$ cat src/rtl/feed_arbiter.sv
// Round-robin, message-granular arbiter feeding one parser stream from N_FEEDS feed FIFOs.
// A granted feed that stalls mid-message for TIMEOUT_CYC idle cycles is aborted.
module feed_arbiter #(
    parameter int N_FEEDS     = 4,
    parameter int DATA_WIDTH  = 64,
    parameter int TIMEOUT_CYC = 256,
    parameter int SRC_W       = $clog2(N_FEEDS)
) (
    input  logic                          clk,
    input  logic                          rst_n,
    input  logic [N_FEEDS-1:0]            req_valid,
    input  logic [N_FEEDS*DATA_WIDTH-1:0] req_data,
    input  logic [N_FEEDS*8-1:0]          req_type,
    input  logic [N_FEEDS-1:0]            req_last,
    output logic [N_FEEDS-1:0]            req_ready,
    output logic                          out_valid,
    output logic [DATA_WIDTH-1:0]         out_data,
    output logic [7:0]                    out_type,
    output logic                          out_last,
    input  logic                          out_ready,
    output logic [SRC_W-1:0]              out_src,
    output logic                          out_abort,
    output logic [31:0]                   msg_count,
    output logic [31:0]                   timeout_count,
    output logic                          busy
);

    localparam int unsigned NF = N_FEEDS;
    localparam logic [15:0] STALL_MAX = 16'(TIMEOUT_CYC - 1);

    typedef enum logic [0:0] {IDLE, GRANT} state_t;

    state_t           state_q, state_d;
    logic [SRC_W-1:0] grant_q, grant_d;
    logic [SRC_W-1:0] last_grant_q, last_grant_d;
    logic [SRC_W-1:0] out_src_q, out_src_d;
    logic [15:0]      stall_q, stall_d;
    logic [31:0]      msg_count_q, msg_count_d;
    logic [31:0]      timeout_count_q, timeout_count_d;

    logic             found;
    logic [SRC_W-1:0] win;
    int unsigned      idx;
    int unsigned      g_idx;

    always_comb begin
        state_d         = state_q;
        grant_d         = grant_q;
        last_grant_d    = last_grant_q;
        out_src_d       = out_src_q;
        stall_d         = stall_q;
        msg_count_d     = msg_count_q;
        timeout_count_d = timeout_count_q;
        req_ready       = '0;
        out_valid       = 1'b0;
        out_data        = '0;
        out_type        = '0;
        out_last        = 1'b0;
        out_abort       = 1'b0;
        busy            = 1'b0;
        found           = 1'b0;
        win             = '0;
        idx             = 0;
        g_idx           = 32'(grant_q);

        // Search upward from the feed after the last grant, wrapping once around.
        for (int unsigned k = 1; k <= NF; k++) begin
            idx = (32'(last_grant_q) + k) % NF;
            if (!found && req_valid[idx[SRC_W-1:0]]) begin
                found = 1'b1;
                win   = idx[SRC_W-1:0];
            end
        end

        case (state_q)
            IDLE: begin
                if (found) begin
                    grant_d   = win;
                    out_src_d = win;
                    stall_d   = '0;
                    state_d   = GRANT;
                end
            end
            GRANT: begin
                busy               = 1'b1;
                out_valid          = req_valid[grant_q];
                out_data           = req_data[g_idx*DATA_WIDTH +: DATA_WIDTH];
                out_type           = req_type[g_idx*8 +: 8];
                out_last           = req_last[grant_q];
                req_ready[grant_q] = out_ready;
                if (out_valid && out_ready) begin
                    stall_d = '0;
                    if (out_last) begin
                        msg_count_d  = msg_count_q + 32'd1;
                        last_grant_d = grant_q;
                        state_d      = IDLE;
                    end
                end else if (!req_valid[grant_q]) begin
                    // Only an empty source counts toward the abort; parser backpressure holds.
                    if (stall_q == STALL_MAX) begin
                        out_abort       = 1'b1;
                        timeout_count_d = timeout_count_q + 32'd1;
                        last_grant_d    = grant_q;
                        state_d         = IDLE;
                    end else begin
                        stall_d = stall_q + 16'd1;
                    end
                end
            end
            default: state_d = IDLE;
        endcase
    end

    always_ff @(posedge clk or negedge rst_n) begin
        if (!rst_n) begin
            state_q         <= IDLE;
            grant_q         <= '0;
            last_grant_q    <= SRC_W'(N_FEEDS - 1);
            out_src_q       <= '0;
            stall_q         <= '0;
            msg_count_q     <= '0;
            timeout_count_q <= '0;
        end else begin
            state_q         <= state_d;
            grant_q         <= grant_d;
            last_grant_q    <= last_grant_d;
            out_src_q       <= out_src_d;
            stall_q         <= stall_d;
            msg_count_q     <= msg_count_d;
            timeout_count_q <= timeout_count_d;
        end
    end

    assign out_src       = out_src_q;
    assign msg_count     = msg_count_q;
    assign timeout_count = timeout_count_q;

endmodule

$ cat config.mk
export PLATFORM = sky130hd
export DESIGN_NAME = feed_arbiter
export DESIGN_NICKNAME = d
export VERILOG_FILES = /design/src/rtl/feed_arbiter.sv
export SDC_FILE = /design/constraint.sdc
export NUM_CORES = 1
export LEC_CHECK = 0
export BUFFER_PORTS_ARGS = -buffer_cell sky130_fd_sc_hd__buf_4
export CAP_MARGIN = 20
export CORE_AREA = 2 2 174 176
export DETAILED_ROUTE_END_ITERATION = 16
export DIE_AREA = 0 0 176 178
export PLACE_DENSITY_LB_ADDON = 0.05
export SLEW_MARGIN = 15
export SYNTH_ARGS = -nofsm -noshare
export SYNTH_HDL_FRONTEND = slang
export SYNTH_SLANG_ARGS = --single-unit
$ cat constraint.sdc
create_clock -name clk -period 7.8 [get_ports clk]
set_clock_uncertainty 0.2 [all_clocks]
set_input_delay 0.39 -clock clk [delete_from_list [all_inputs] [get_ports clk]]
set_output_delay 0.39 -clock clk [all_outputs]
set_load 0.02 [all_outputs]
==> flow_results.xml <==
<?xml version="1.0" encoding="UTF-8"?>
<metrics>
  <group name="finish">
    <metric name="finalCoreUtilization" unit="%">35.5</metric>
    <metric name="leading_cell_type_in_the_layout_fill_and_taps_excluded" unit="">buf_4</metric>
    <metric name="n_fill_cell" unit="">3092</metric>
    <metric name="most-common-layout-cells" unit="">buf_4 (451), dfrtp_1 (80), and2_1 (79)</metric>
    <metric name="drive_above_1_share" unit="%">54.5</metric>
    <metric name="final_nets" unit="">1317</metric>
    <metric name="areaGrowthSynthToFinish" unit="%">63.8</metric>
  </group>
  <group name="clocking">
    <metric name="cts_resized" unit="">0</metric>
    <metric name="cts-buffers-inserted" unit="">9</metric>
    <metric name="clk_transition_reported_paths" unit="ns">0.06</metric>
    <metric name="cts_num_sinks" unit="">85</metric>
    <metric name="clk_latency" unit="ns">0.34</metric>
    <metric name="tritoncts_clock_tree" unit="">yes</metric>
    <metric name="max-clock-path-buffers" unit="">2</metric>
    <metric name="cts_htree_levels" unit="">3</metric>
    <metric name="root_buffer" unit="">clkbuf_16</metric>
  </group>
  <group name="setup_path">
    <metric name="critical-path-max-stage-delay" unit="ns">0.72</metric>
    <metric name="critical_path.reg2reg.endpoint" unit="">stall_q[12]</metric>
    <metric name="end_kind" unit="">output pin</metric>
    <metric name="setup.worst_path.class" unit="">register to output pin</metric>
    <metric name="timing.critical_path.max_delay_family" unit="">buffers and inverters</metric>
    <metric name="worst-path-buf-inv" unit="">3</metric>
    <metric name="critical_path.most_common_cell" unit="">buf_4</metric>
    <metric name="cp_cell_sequence" unit="">buf_4, buf_4, mux4_2, and2_1, buf_4</metric>
    <metric name="worst-r2r-cell-count" unit="">5</metric>
    <metric name="timing.rr.start" unit="">out_src[1]</metric>
    <metric name="worst_ep_required_time" unit="ns">7.21</metric>
    <metric name="critical_path.slowest_cell" unit="">dfrtp_4</metric>
    <metric name="critical_path_peak_fanout" unit="">29</metric>
    <metric name="register_to_register_setup_slack" unit="ns">4.74</metric>
    <metric name="worstSetupStartpointType" unit="">register</metric>
    <metric name="worst_ep_arrival_time" unit="ns">3.10</metric>
  </group>
  <group name="die">
    <metric name="core_region_area" unit="mm^2">0.0294</metric>
    <metric name="dieHeight" unit="um">178</metric>
    <metric name="ports_placed_on_the_boundary" unit="">445</metric>
    <metric name="die_area" unit="mm^2">0.0313</metric>
    <metric name="die_width" unit="um">176</metric>
    <metric name="initial_utilization" unit="%">21.7</metric>
    <metric name="num_rows" unit="">63</metric>
  </group>
  <group name="logic_synthesis">
    <metric name="synth-seq-cells" unit="">85</metric>
    <metric name="synth.avg_cell_area" unit="um^2">10.9</metric>
    <metric name="yosys.cell_types.count" unit="">48</metric>
    <metric name="synth_seq_area_share" unit="%">33.4</metric>
    <metric name="postSynth.asyncResetShare" unit="%">100</metric>
    <metric name="synth_edf_count" unit="">0</metric>
    <metric name="post_synth_instance_area" unit="mm^2">0.00637</metric>
    <metric name="synth_top_flop_cell" unit="">dfrtp_1</metric>
    <metric name="syn-num-nets" unit="">888</metric>
    <metric name="syn_inst" unit="">586</metric>
    <metric name="synthesis.yosys.warnings" unit="">0</metric>
  </group>
  <group name="status">
    <metric name="outcome" unit="">complete, no violations</metric>
  </group>
  <group name="detailed_routing">
    <metric name="via_count" unit="">6500</metric>
    <metric name="avgRoutedWirePerCell" unit="um">22.7</metric>
    <metric name="routed_wl" unit="mm">32.1</metric>
    <metric name="detailedRoute.firstIterationViolations" unit="">331</metric>
    <metric name="ant_nets" unit="">0</metric>
    <metric name="drt_drc_violations_left" unit="">0</metric>
    <metric name="routed_via_density" unit="">4.60</metric>
    <metric name="drt_pass1_iterations" unit="">4</metric>
  </group>
  <group name="run">
    <metric name="timing.max_cap.violations" unit="">0</metric>
  </group>
  <group name="placed_design">
    <metric name="gp_congestion" unit="">0.881</metric>
    <metric name="portBuffers" unit="">444</metric>
    <metric name="hpwl" unit="mm">26.4</metric>
  </group>
  <group name="power">
    <metric name="p_sw_share" unit="%">42.3</metric>
    <metric name="p_per_area" unit="mW/mm^2">272</metric>
    <metric name="clkPwrFrac" unit="%">15.5</metric>
    <metric name="p_switching" unit="mW">1.20</metric>
    <metric name="seq_power_share" unit="%">20.6</metric>
    <metric name="power.internal" unit="mW">1.64</metric>
    <metric name="combinationalPowerShare" unit="%">63.9</metric>
    <metric name="power.leakage" unit="nW">4.86</metric>
    <metric name="highest_ir_drop_seen_on_vdd" unit="mV">0.179</metric>
  </group>
  <group name="grt">
    <metric name="global_route_wire_length_before_repair" unit="mm">46.0</metric>
    <metric name="first_global_vias" unit="">6855</metric>
    <metric name="initial_antenna_violation_count" unit="">3</metric>
    <metric name="track_usage" unit="%">19.9</metric>
    <metric name="grt_start_max_net_pins" unit="">68</metric>
    <metric name="overflow" unit="">0</metric>
  </group>
  <group name="sta">
    <metric name="timing.final.max_slew_violations" unit="">0</metric>
    <metric name="post-route-period-util" unit="%">47.3</metric>
    <metric name="setup_tns_after_final_layout" unit="ns">0</metric>
    <metric name="finalHoldViolCount" unit="">0</metric>
    <metric name="worst_slew_margin_rel" unit="%">31.4</metric>
    <metric name="post-route-min-period" unit="ns">3.69</metric>
    <metric name="maxClockFrequency" unit="GHz">0.271</metric>
    <metric name="setup_viol_count_final" unit="">0</metric>
    <metric name="rsz0062_at_grt" unit="">false</metric>
    <metric name="tightestPinTransition" unit="ns">1.03</metric>
  </group>
  <group name="worst_hold_path">
    <metric name="hold_end" unit="">out_src[1]</metric>
    <metric name="hold_path_stages" unit="">3</metric>
    <metric name="worstHoldStart" unit="">req_valid[2]</metric>
    <metric name="worst_hold_path_type" unit="">input pin to register</metric>
  </group>
</metrics>
==> synthesized netlist by cell type, drive strengths merged, types with 6 or more instances <==
| master | n | area (um^2) |
|---|---|---|
| dfrtp | 83 | 2080 |
| and2 | 80 | 500 |
| mux4 | 73 | 1640 |
| xnor2 | 44 | 393 |
| nand2 | 35 | 131 |
| nand3 | 29 | 145 |
| nand4 | 28 | 175 |
| nor2 | 25 | 93.8 |
| nor3 | 25 | 125 |
| clkbuf | 24 | 90.1 |
| o21ai | 21 | 105 |
| xor2 | 18 | 158 |
| inv | 15 | 56.3 |
| and3 | 12 | 75.1 |
| buf | 11 | 57.6 |
| nor4 | 7 | 43.8 |
| a21oi | 6 | 30.0 |
==> tightest hold or removal path, delay by kind of cell <==
kind            cells  cell delay, ns
compound gates      1            0.08
buf+inv             1            0.12
simple gates        1            0.08
==> metal layers <==
metal	wire length [um]	vias up	track usage (%)	part of all wire [%]
met2	16500	193	34.3	52
met4	493	0	4.65	1.5
met1	12900	3239	24.8	40
met3	2140	21	5.46	6.7
li1	-	3047	-	-
met5	0	-	0	0
==> power by group through the flow <==
stage	clock network (mW)	registers (mW)	logic, mW
3_5_place_dp	0	0.600	1.82
5_1_grt	0.470	0.602	1.95
6_report	0.440	0.585	1.82
3_3_place_gp	0	0.600	1.83
2_1_floorplan	0	0.529	1.15
4_1_cts	0.454	0.591	1.83
==> sequential cells by signal (all words and copies together), names as in the netlist <==
| signal | cells |
|---|---|
| msg_count | 32 |
| out_src | 2 |
| timeout_count | 32 |
| last_grant_q | 2 |
| state_q | 1 |
| stall_q | 16 |
==> repair_timing <==
item | CTS | global route
hold buffers | 1 | 0
endpoints found under the hold margin | 18 | 0
buffers inserted | 0 | 0
==> stage by stage <==
stage | area, um^2 | hold WS, ns | total power, mW | worst slack, ns | cells
floorplan | 6370 | -0.106 | 1.68 | 4.95 | 586
CTS | 10400 | 0.161 | 2.88 | 3.95 | 1408
global route | 10400 | 0.237 | 3.02 | 3.81 | 1411
detailed placement | 10100 | 0.0818 | 2.42 | 4.33 | 1392
finish | 10400 | 0.181 | 2.84 | 4.11 | 1413
global placement | 10100 | 0.0881 | 2.43 | 4.36 | 1392
==> how the worst max path moves through the flow <==
stage                           from      endpoint  slack (ns)  cells after the start
after detailed placement  out_src[0]   out_data[3]        4.33                      5
after CTS                 out_src[0]   out_data[3]        3.95                      5
final                     out_src[0]   out_data[3]        4.11                      5
after global routing      out_src[0]  out_data[52]        3.81                      5
after global placement    out_src[0]  out_data[50]        4.36                      5
after floorplan           out_src[0]  out_data[24]        4.95                      5
==> kinds of logic (layout without fill, tap and decap cells) <==
kind of cell	count (synthesis)	after routing	share of synthesized area [%]
xor+xnor	62	62	8.64
buf+inv	50	483	3.20
compound gates	45	45	4.42
flops	85	85	33.4
other cells	0	4	0
simple gates	261	261	22.8
mux	80	80	27.0
fa+ha+maj	3	3	0.589
==> area by class of cell <==
cell class	instances	area, um^2	share of cell area, %
antenna	4	10.0	0.0959
timing repair buffer	453	3410	32.6
multi-input combinational	451	4040	38.7
clock inverter	5	61.3	0.587
inverter	15	56.3	0.539
tap	390	488	4.67
sequential	85	2140	20.5
clock buffer	10	239	2.29
Note: power is estimated with default switching activity, not from simulation.
